==> config.mk <==
export PLATFORM = sky130hd
export DESIGN_NAME = sobel_gradient_gen
export DESIGN_NICKNAME = d
export VERILOG_FILES = /design/src/rtl/sobel_pkg.sv /design/src/rtl/sobel_line_buffer.sv /design/src/rtl/sobel_gradient_gen.sv
export SDC_FILE = /design/constraint.sdc
export NUM_CORES = 1
export LEC_CHECK = 0
export BUFFER_PORTS_ARGS = -buffer_cell sky130_fd_sc_hd__buf_2
export CAP_MARGIN = 20
export CORE_UTILIZATION = 42
export CTS_CLUSTER_SIZE = 24
export DETAILED_ROUTE_END_ITERATION = 6
export GPL_ROUTABILITY_DRIVEN = 1
export PLACE_DENSITY_LB_ADDON = 0.05
export SLEW_MARGIN = 25
export SYNTH_ARGS = -nofsm -noshare
export SYNTH_HDL_FRONTEND = slang
export SYNTH_SLANG_ARGS = --single-unit
export TNS_END_PERCENT = 30
==> constraint.sdc <==
create_clock -name clk -period 5.2 [get_ports clk]
set_clock_uncertainty 0.1 [all_clocks]
set_input_delay 1.56 -clock clk [delete_from_list [all_inputs] [get_ports clk]]
set_output_delay 1.56 -clock clk [all_outputs]
set_load 0.05 [all_outputs]
==> src/rtl/sobel_pkg.sv <==
// Shared types and helpers for the Sobel gradient front-end.
// Optional build macro: SOBEL_ABS_EN (outputs |gx| and |gy| instead of signed values).
package sobel_pkg;

  localparam int PIX_W  = 8;
  localparam int GRAD_W = 11;

  typedef logic [PIX_W-1:0]  pixel_t;
  typedef logic [GRAD_W-1:0] grad_t;

  typedef enum logic [1:0] {
    IDLE   = 2'd0,
    ACTIVE = 2'd1,
    DRAIN  = 2'd2
  } sobel_state_t;

  // Zero-extend a pixel into the gradient arithmetic width.
  function automatic grad_t zext(input pixel_t p);
    return {{(GRAD_W-PIX_W){1'b0}}, p};
  endfunction

  // Final output formatting: signed pass-through, or magnitude when SOBEL_ABS_EN.
  function automatic grad_t grad_fmt(input grad_t v);
`ifdef SOBEL_ABS_EN
    grad_t r;
    r = v[GRAD_W-1] ? (~v + grad_t'(1)) : v;
    return r;
`else
    return v;
`endif
  endfunction

endpackage

==> src/rtl/sobel_line_buffer.sv <==
// One-row delay line: dout presents the pixel shifted in IMG_WIDTH shifts ago,
// i.e. the same column of the previous row.
module sobel_line_buffer
  import sobel_pkg::*;
#(
  parameter int IMG_WIDTH = 64
) (
  input  logic   clk,
  input  logic   n_rst,
  input  logic   shift_en,
  input  pixel_t din,
  output pixel_t dout
);

  pixel_t mem [IMG_WIDTH];

  // Shift the row delay line by one pixel on every accepted pixel.
  always_ff @(posedge clk or negedge n_rst) begin
    if (!n_rst) begin
      for (int i = 0; i < IMG_WIDTH; i++) begin
        mem[i] <= '0;
      end
    end else if (shift_en) begin
      mem[0] <= din;
      for (int i = 1; i < IMG_WIDTH; i++) begin
        mem[i] <= mem[i-1];
      end
    end
  end

  assign dout = mem[IMG_WIDTH-1];

endmodule

==> src/rtl/sobel_gradient_gen.sv <==
// Streaming 3x3 Sobel front-end: raster pixels in, one gx/gy pair per interior
// pixel out. Build macro SOBEL_ABS_EN switches gx/gy to magnitudes.
//
// Handshake semantics (both interfaces): a transfer happens on a rising clock
// edge where valid && ready are both high. The producer holds data stable while
// valid is high and ready is low. pixel_ready drops whenever the single output
// register is occupied and not being drained, and throughout DRAIN.
module sobel_gradient_gen
  import sobel_pkg::*;
#(
  parameter int IMG_WIDTH  = 64,
  parameter int IMG_HEIGHT = 64
) (
  input  logic         clk,
  input  logic         n_rst,
  input  pixel_t       pixel_in,
  input  logic         pixel_sof,
  input  logic         pixel_valid,
  output logic         pixel_ready,
  output grad_t        gx,
  output grad_t        gy,
  output logic         grad_valid,
  input  logic         grad_ready,
  output logic         frame_done,
  output sobel_state_t state_dbg
);

  localparam int CW = (IMG_WIDTH  > 1) ? $clog2(IMG_WIDTH)  : 1;
  localparam int RW = (IMG_HEIGHT > 1) ? $clog2(IMG_HEIGHT) : 1;

  sobel_state_t  state;
  logic [CW-1:0] col;
  logic [RW-1:0] row;

  pixel_t win [3][3];
  pixel_t lb1_out;
  pixel_t lb2_out;

  logic accept;
  logic shift_en;
  logic active_pix;
  logic last_pix;
  logic emit;

  grad_t right_sum, left_sum, bottom_sum, top_sum;
  grad_t gx_raw, gy_raw;

  assign pixel_ready = (state != DRAIN) && !(grad_valid && !grad_ready);
  assign accept      = pixel_valid && pixel_ready;
  // Pixels in IDLE without sof are dropped and must not disturb the window.
  assign shift_en    = accept && (pixel_sof || (state == ACTIVE));
  assign active_pix  = accept && (state == ACTIVE) && !pixel_sof;
  assign last_pix    = active_pix && (row == RW'(IMG_HEIGHT-1)) && (col == CW'(IMG_WIDTH-1));
  // Columns 0 and 1 only prime the window, so the previous row never leaks in.
  assign emit        = active_pix && (row >= RW'(2)) && (col >= CW'(2));
  assign state_dbg   = state;

  sobel_line_buffer #(.IMG_WIDTH(IMG_WIDTH)) u_lb_row1 (
    .clk      (clk),
    .n_rst    (n_rst),
    .shift_en (shift_en),
    .din      (pixel_in),
    .dout     (lb1_out)
  );

  sobel_line_buffer #(.IMG_WIDTH(IMG_WIDTH)) u_lb_row2 (
    .clk      (clk),
    .n_rst    (n_rst),
    .shift_en (shift_en),
    .din      (lb1_out),
    .dout     (lb2_out)
  );

  // Kernel over the window as it will look after this shift:
  // new col0 = win[*][1], new col1 = win[*][2], new col2 = {lb2_out, lb1_out, pixel_in}.
  always_comb begin
    right_sum  = zext(lb2_out) + (zext(lb1_out) << 1) + zext(pixel_in);
    left_sum   = zext(win[0][1]) + (zext(win[1][1]) << 1) + zext(win[2][1]);
    bottom_sum = zext(win[2][1]) + (zext(win[2][2]) << 1) + zext(pixel_in);
    top_sum    = zext(win[0][1]) + (zext(win[0][2]) << 1) + zext(lb2_out);
    gx_raw     = right_sum - left_sum;
    gy_raw     = bottom_sum - top_sum;
  end

  // Slide the 3x3 window one column left and insert the new column at the right.
  always_ff @(posedge clk or negedge n_rst) begin
    if (!n_rst) begin
      for (int r = 0; r < 3; r++) begin
        for (int c = 0; c < 3; c++) begin
          win[r][c] <= '0;
        end
      end
    end else if (shift_en) begin
      for (int r = 0; r < 3; r++) begin
        win[r][0] <= win[r][1];
        win[r][1] <= win[r][2];
      end
      win[0][2] <= lb2_out;
      win[1][2] <= lb1_out;
      win[2][2] <= pixel_in;
    end
  end

  // Frame FSM with raster counters, output register and frame_done pulse.
  always_ff @(posedge clk or negedge n_rst) begin
    if (!n_rst) begin
      state      <= IDLE;
      row        <= '0;
      col        <= '0;
      gx         <= '0;
      gy         <= '0;
      grad_valid <= 1'b0;
      frame_done <= 1'b0;
    end else begin
      frame_done <= 1'b0;

      if (emit) begin
        gx         <= grad_fmt(gx_raw);
        gy         <= grad_fmt(gy_raw);
        grad_valid <= 1'b1;
      end else if (grad_ready) begin
        grad_valid <= 1'b0;
      end

      case (state)
        IDLE: begin
          if (accept && pixel_sof) begin
            row   <= '0;
            col   <= CW'(1);
            state <= ACTIVE;
          end
        end
        ACTIVE: begin
          if (accept) begin
            if (pixel_sof) begin
              row <= '0;
              col <= CW'(1);
            end else if (last_pix) begin
              row   <= '0;
              col   <= '0;
              state <= DRAIN;
            end else if (col == CW'(IMG_WIDTH-1)) begin
              col <= '0;
              row <= row + RW'(1);
            end else begin
              col <= col + CW'(1);
            end
          end
        end
        DRAIN: begin
          if (grad_valid && grad_ready) begin
            frame_done <= 1'b1;
            state      <= IDLE;
          end
        end
        default: state <= IDLE;
      endcase
    end
  end

endmodule

==> results.md <==
GRT:
- The number of antenna violations at the first check in global routing came to 1.
- Global routing used between 10% and 20% of the available tracks across all layers.
- Entering global routing, the biggest net connects between 100 and 150 pins.
- The global-route wire length before repair is 118000 um.
- The via count of the first global-routing pass is roughly 22000.
- The total congestion overflow after global routing is 0.

Yosys:
- The synthesized area is approximately 43000 um^2.
- The count of flip-flops with a built-in enable after synthesis is 0.
- In the synthesized netlist, mux cells make up 26.4% of the area.
- When the netlist entered floorplanning its net count stood at approximately 2800.
- The proportion of synthesized flip-flops having asynchronous set or reset is 100%.
- Sequential elements use a little over three fifths of the synthesized area.
- The post-synthesis compound-gate area fraction is under 10%.
- Of the total synthesized cell area, the portion taken by full adders, half adders and majority gates is roughly 3.8%.
- The post-synthesis cell count is between 2000 and 3000.
- The average instance in the mapped netlist occupies about 16 um^2.
- After Yosys synthesis, XOR and XNOR cells account for 0.246% of the synthesized area.
- By area, the combinational part of the netlist is dominated by multiplexers.
- Yosys printed 0 warnings.
- The simple logic cell fraction of the synthesized area is under 10%.
- Counting flops and latches in the post-synthesis netlist gives ~1100.
- Among all flip-flop cells after synthesis, the most frequent one is sky130_fd_sc_hd__dfrtp_1.
- The number of different library cells used by synthesis comes to 53.

Placed design:
- The final estimated routing congestion in global placement is 0.760.
- The post-detailed-placement half-perimeter wirelength is about 41000 um.
- The count of buffers added on input and output ports is 39.
- OpenSTA, run right after detailed placement, puts the worst setup slack at approximately 190 ps.
- Including well taps, the total number of placed cells is ~4000.

Pwr:
- The worst voltage drop across the vdd grid is about 0.29 mV.
- The areal power density over the cells is between 400 and 500 nW/um^2.
- In this run the static leakage power is roughly 25 nW.

Hold path:
- In this run the worst hold path is classified as reg2reg.

STA:
- The upper clock frequency limit is roughly 0.23 GHz.
- At the pin with the least slew margin, the transition time is approximately 880 ps.
- The final period demand of the worst path is 4340 ps.
- After routing, the total negative slack on setup checks comes to 0 ps.
- The worst slew margin relative to its limit is 41.5%.
- The final number of hold-violating endpoints is 0.
- Setup repair after global routing left no endpoint under its margin.
- Setup slack closes at roughly 860 ps.
- Setup violations remaining at the end of the flow were counted as 0.
- The share of the clock period used by the worst path after layout is 83.5%.
- The post-route worst hold slack is roughly 360 ps.
- The number of pins with negative max-slew slack in the final report came to 0.

Floorplanning:
- The count of pins on the block boundary is 40.
- The floorplan core area is around 100000 um^2.
- The die is around 320 um wide.
- The total die area is approximately 100000 um^2.
- Once the floorplan was initialized, standard cells occupied roughly 43% of the core.
- The vertical die dimension is around 320 um.
- In this run the core area contains approximately 120 standard-cell rows.

Worst setup path:
- The critical path arrival is roughly 4800 ps.
- The critical path class is in2reg.
- The startpoint class of the critical path is a primary input.
- Data on the critical path is required at its endpoint by roughly 5700 ps.
- In this run the register-to-register setup slack is 1270 ps.
- The maximum fanout along the worst path is 4.
- STA classifies the critical path endpoint as a register.

Drt:
- Before antenna repair, the detailed router went through 4 iterations.
- After detailed routing, the number of remaining DRC violations is 0.
- In the final routed layout, each cell accounts on average for around 16 um.
- The detailed-route via count is roughly 20000.
- The via-per-instance ratio is just under 5.
- The total length of routed wires is around 67000 um.
- For this block, the initial DRC count from the detailed router was between 900 and 1000.
- The number of nets with antenna violations after routing is 0.

Clock tree:
- For this design, the CTS-stage hold fixing added 0 buffers.
- TritonCTS built the clock tree.
- For the worst-skew pair, the clock arrives at the later sink with an insertion delay of ~700 ps.
- In this run, CTS created clock tree buffers numbering about 120.
- The master cell of the clock root buffer is sky130_fd_sc_hd__clkbuf_16.
- In this run the post-CTS setup repair buffer count came out at 0.
- The number of gates resized after CTS is 0.
- The H-tree generated during clock tree synthesis spans 3 levels.
- The clock input transition at the sequential cells of the worst setup and hold paths is 60 ps.
- The clock passes through at most 3 buffers.
- The number of sinks handled by clock tree synthesis is around 1100.

Finish:
- The final layout contains roughly 2900 nets.
- The post-route netlist has about a third of its cells at a drive strength greater than 1.
- The number of cells in the finished layout apart from fillers is ~4200.
- The post-route core utilization is between 40% and 50%.
- The post-synthesis to final-layout area growth is 13.2%.
- The total of fill cells in the finished design is slightly below 9000.

Outcome:
- The run finished with clean final reports.

Run:
- The max-cap violation count is 0.
-- critical path, cell delays in order --
cell and delay (ps):
sky130_fd_sc_hd__buf_2 130, sky130_fd_sc_hd__fa_1 490, sky130_fd_sc_hd__fa_1 490, sky130_fd_sc_hd__inv_1 70, sky130_fd_sc_hd__fa_1 530, sky130_fd_sc_hd__inv_1 40, sky130_fd_sc_hd__ha_1 340, sky130_fd_sc_hd__nor2b_1 160
sky130_fd_sc_hd__o31a_1 270, sky130_fd_sc_hd__o311a_1 330, sky130_fd_sc_hd__o21a_1 180, sky130_fd_sc_hd__o31ai_1 220
-- final cells by class --
class	instances	area (um^2)	share of cell area, %
clock inverters	43	547	1.13
multi-input cells	1349	14300	29.5
well taps	1357	1700	3.51
inverters	130	488	1.01
diodes	1	2.50	0.00518
repair buffers	98	1020	2.12
flip-flops and latches	1078	27000	55.8
clock buffers	167	3340	6.92
-- layer usage --
layer | vias up | share of wire (%) | GRT usage, %
met4 | 0 | 3.1 | 4.91
met5 | - | 0 | 0
met1 | 10637 | 47 | 19.1
li1 | 9432 | - | -
met3 | 140 | 2.8 | 2.43
met2 | 205 | 47 | 21.8
-- cells in the final DEF, fill, tap and decap left out, drive strengths merged, types with 3 or more instances in the layout --
cell,count
mux2,1001
dfrtp,1078
fa,62
a22o,3
nand3,8
nand2,82
clkbuf,167
a21oi,8
nor2b,3
ha,28
xnor2,9
a211oi,3
bufinv,10
nor4,3
buf,98
inv,134
o211ai,3
o31ai,6
clkinv,27
nor2,21
o21a,6
o21ai,61
xor2,3
a21o,4
nor3,7
-- cells by family (layout without fill, tap and decap cells) --
| group | after synthesis | after routing |
|---|---|---|
| AO/OA/AOI/OAI | 107 | 107 |
| XOR/XNOR | 12 | 12 |
| adder cells (fa/ha/maj) | 91 | 91 |
| buffers and inverters | 256 | 438 |
| flip-flops | 1078 | 1078 |
| multiplexers | 1002 | 1002 |
| other | 0 | 1 |
| AND/OR/NAND/NOR | 137 | 137 |
-- worst paths after layout --
path                               startpoint                 end  cells past startpoint
setup reg to reg            u_lb_row2.dout[3]               gy[9]                     12
min in group asynchronous               n_rst  u_lb_row2.mem[504]                      1
max in group asynchronous               n_rst  u_lb_row1.mem[218]                      3
hold / removal             u_lb_row2.mem[283]  u_lb_row2.mem[275]                      1
hold reg to reg            u_lb_row2.mem[283]  u_lb_row2.mem[275]                      1
setup / recovery                  pixel_in[3]               gy[9]                     12
-- synth_stat cells, drive strengths merged (4+ instances only) --
cell type / count / share of area (%)
fa: 62 / 2.9
o31ai: 6 / 0.11
inv: 130 / 1.1
a21o: 4 / 0.070
nor3: 7 / 0.082
ha: 28 / 0.82
nand3: 8 / 0.094
mux2: 1001 / 26
clkbuf: 8 / 0.070
o21a: 6 / 0.11
a21oi: 8 / 0.094
buf: 118 / 2.3
xnor2: 9 / 0.18
nand2: 82 / 0.73
o21ai: 61 / 0.71
dfrtp: 1078 / 63
nor2: 21 / 0.18
-- sequential cells by signal, summed over array words and instances, names as in the netlist, 6 cells and up --
signal / flops
u_lb_row1.dout: 8
col: 6
win: 16
u_lb_row2.mem: 504
row: 6
gy: 11
gx: 11
u_lb_row2.dout: 8
u_lb_row1.mem: 504
-- through the flow --
step | total power [mW] | instance area, um^2
2_1_floorplan | 11.8 | 42700
5_1_grt | 21.9 | 48300
3_5_place_dp | 12.7 | 44400
6_report | 20.7 | 48300
3_3_place_gp | 12.6 | 44400
4_1_cts | 21.2 | 48300
-- power by group --
group | switching, mW | internal [mW] | total [mW] | leakage, nW
logic | 1.48 | 1.26 | 2.74 | 7.96
registers | 0.511 | 9.22 | 9.73 | 14.8
clock network | 3.31 | 4.95 | 8.26 | 1.93
total | 5.30 | 15.4 | 20.7 | 24.6
Note: power is estimated with default switching activity, not from simulation.
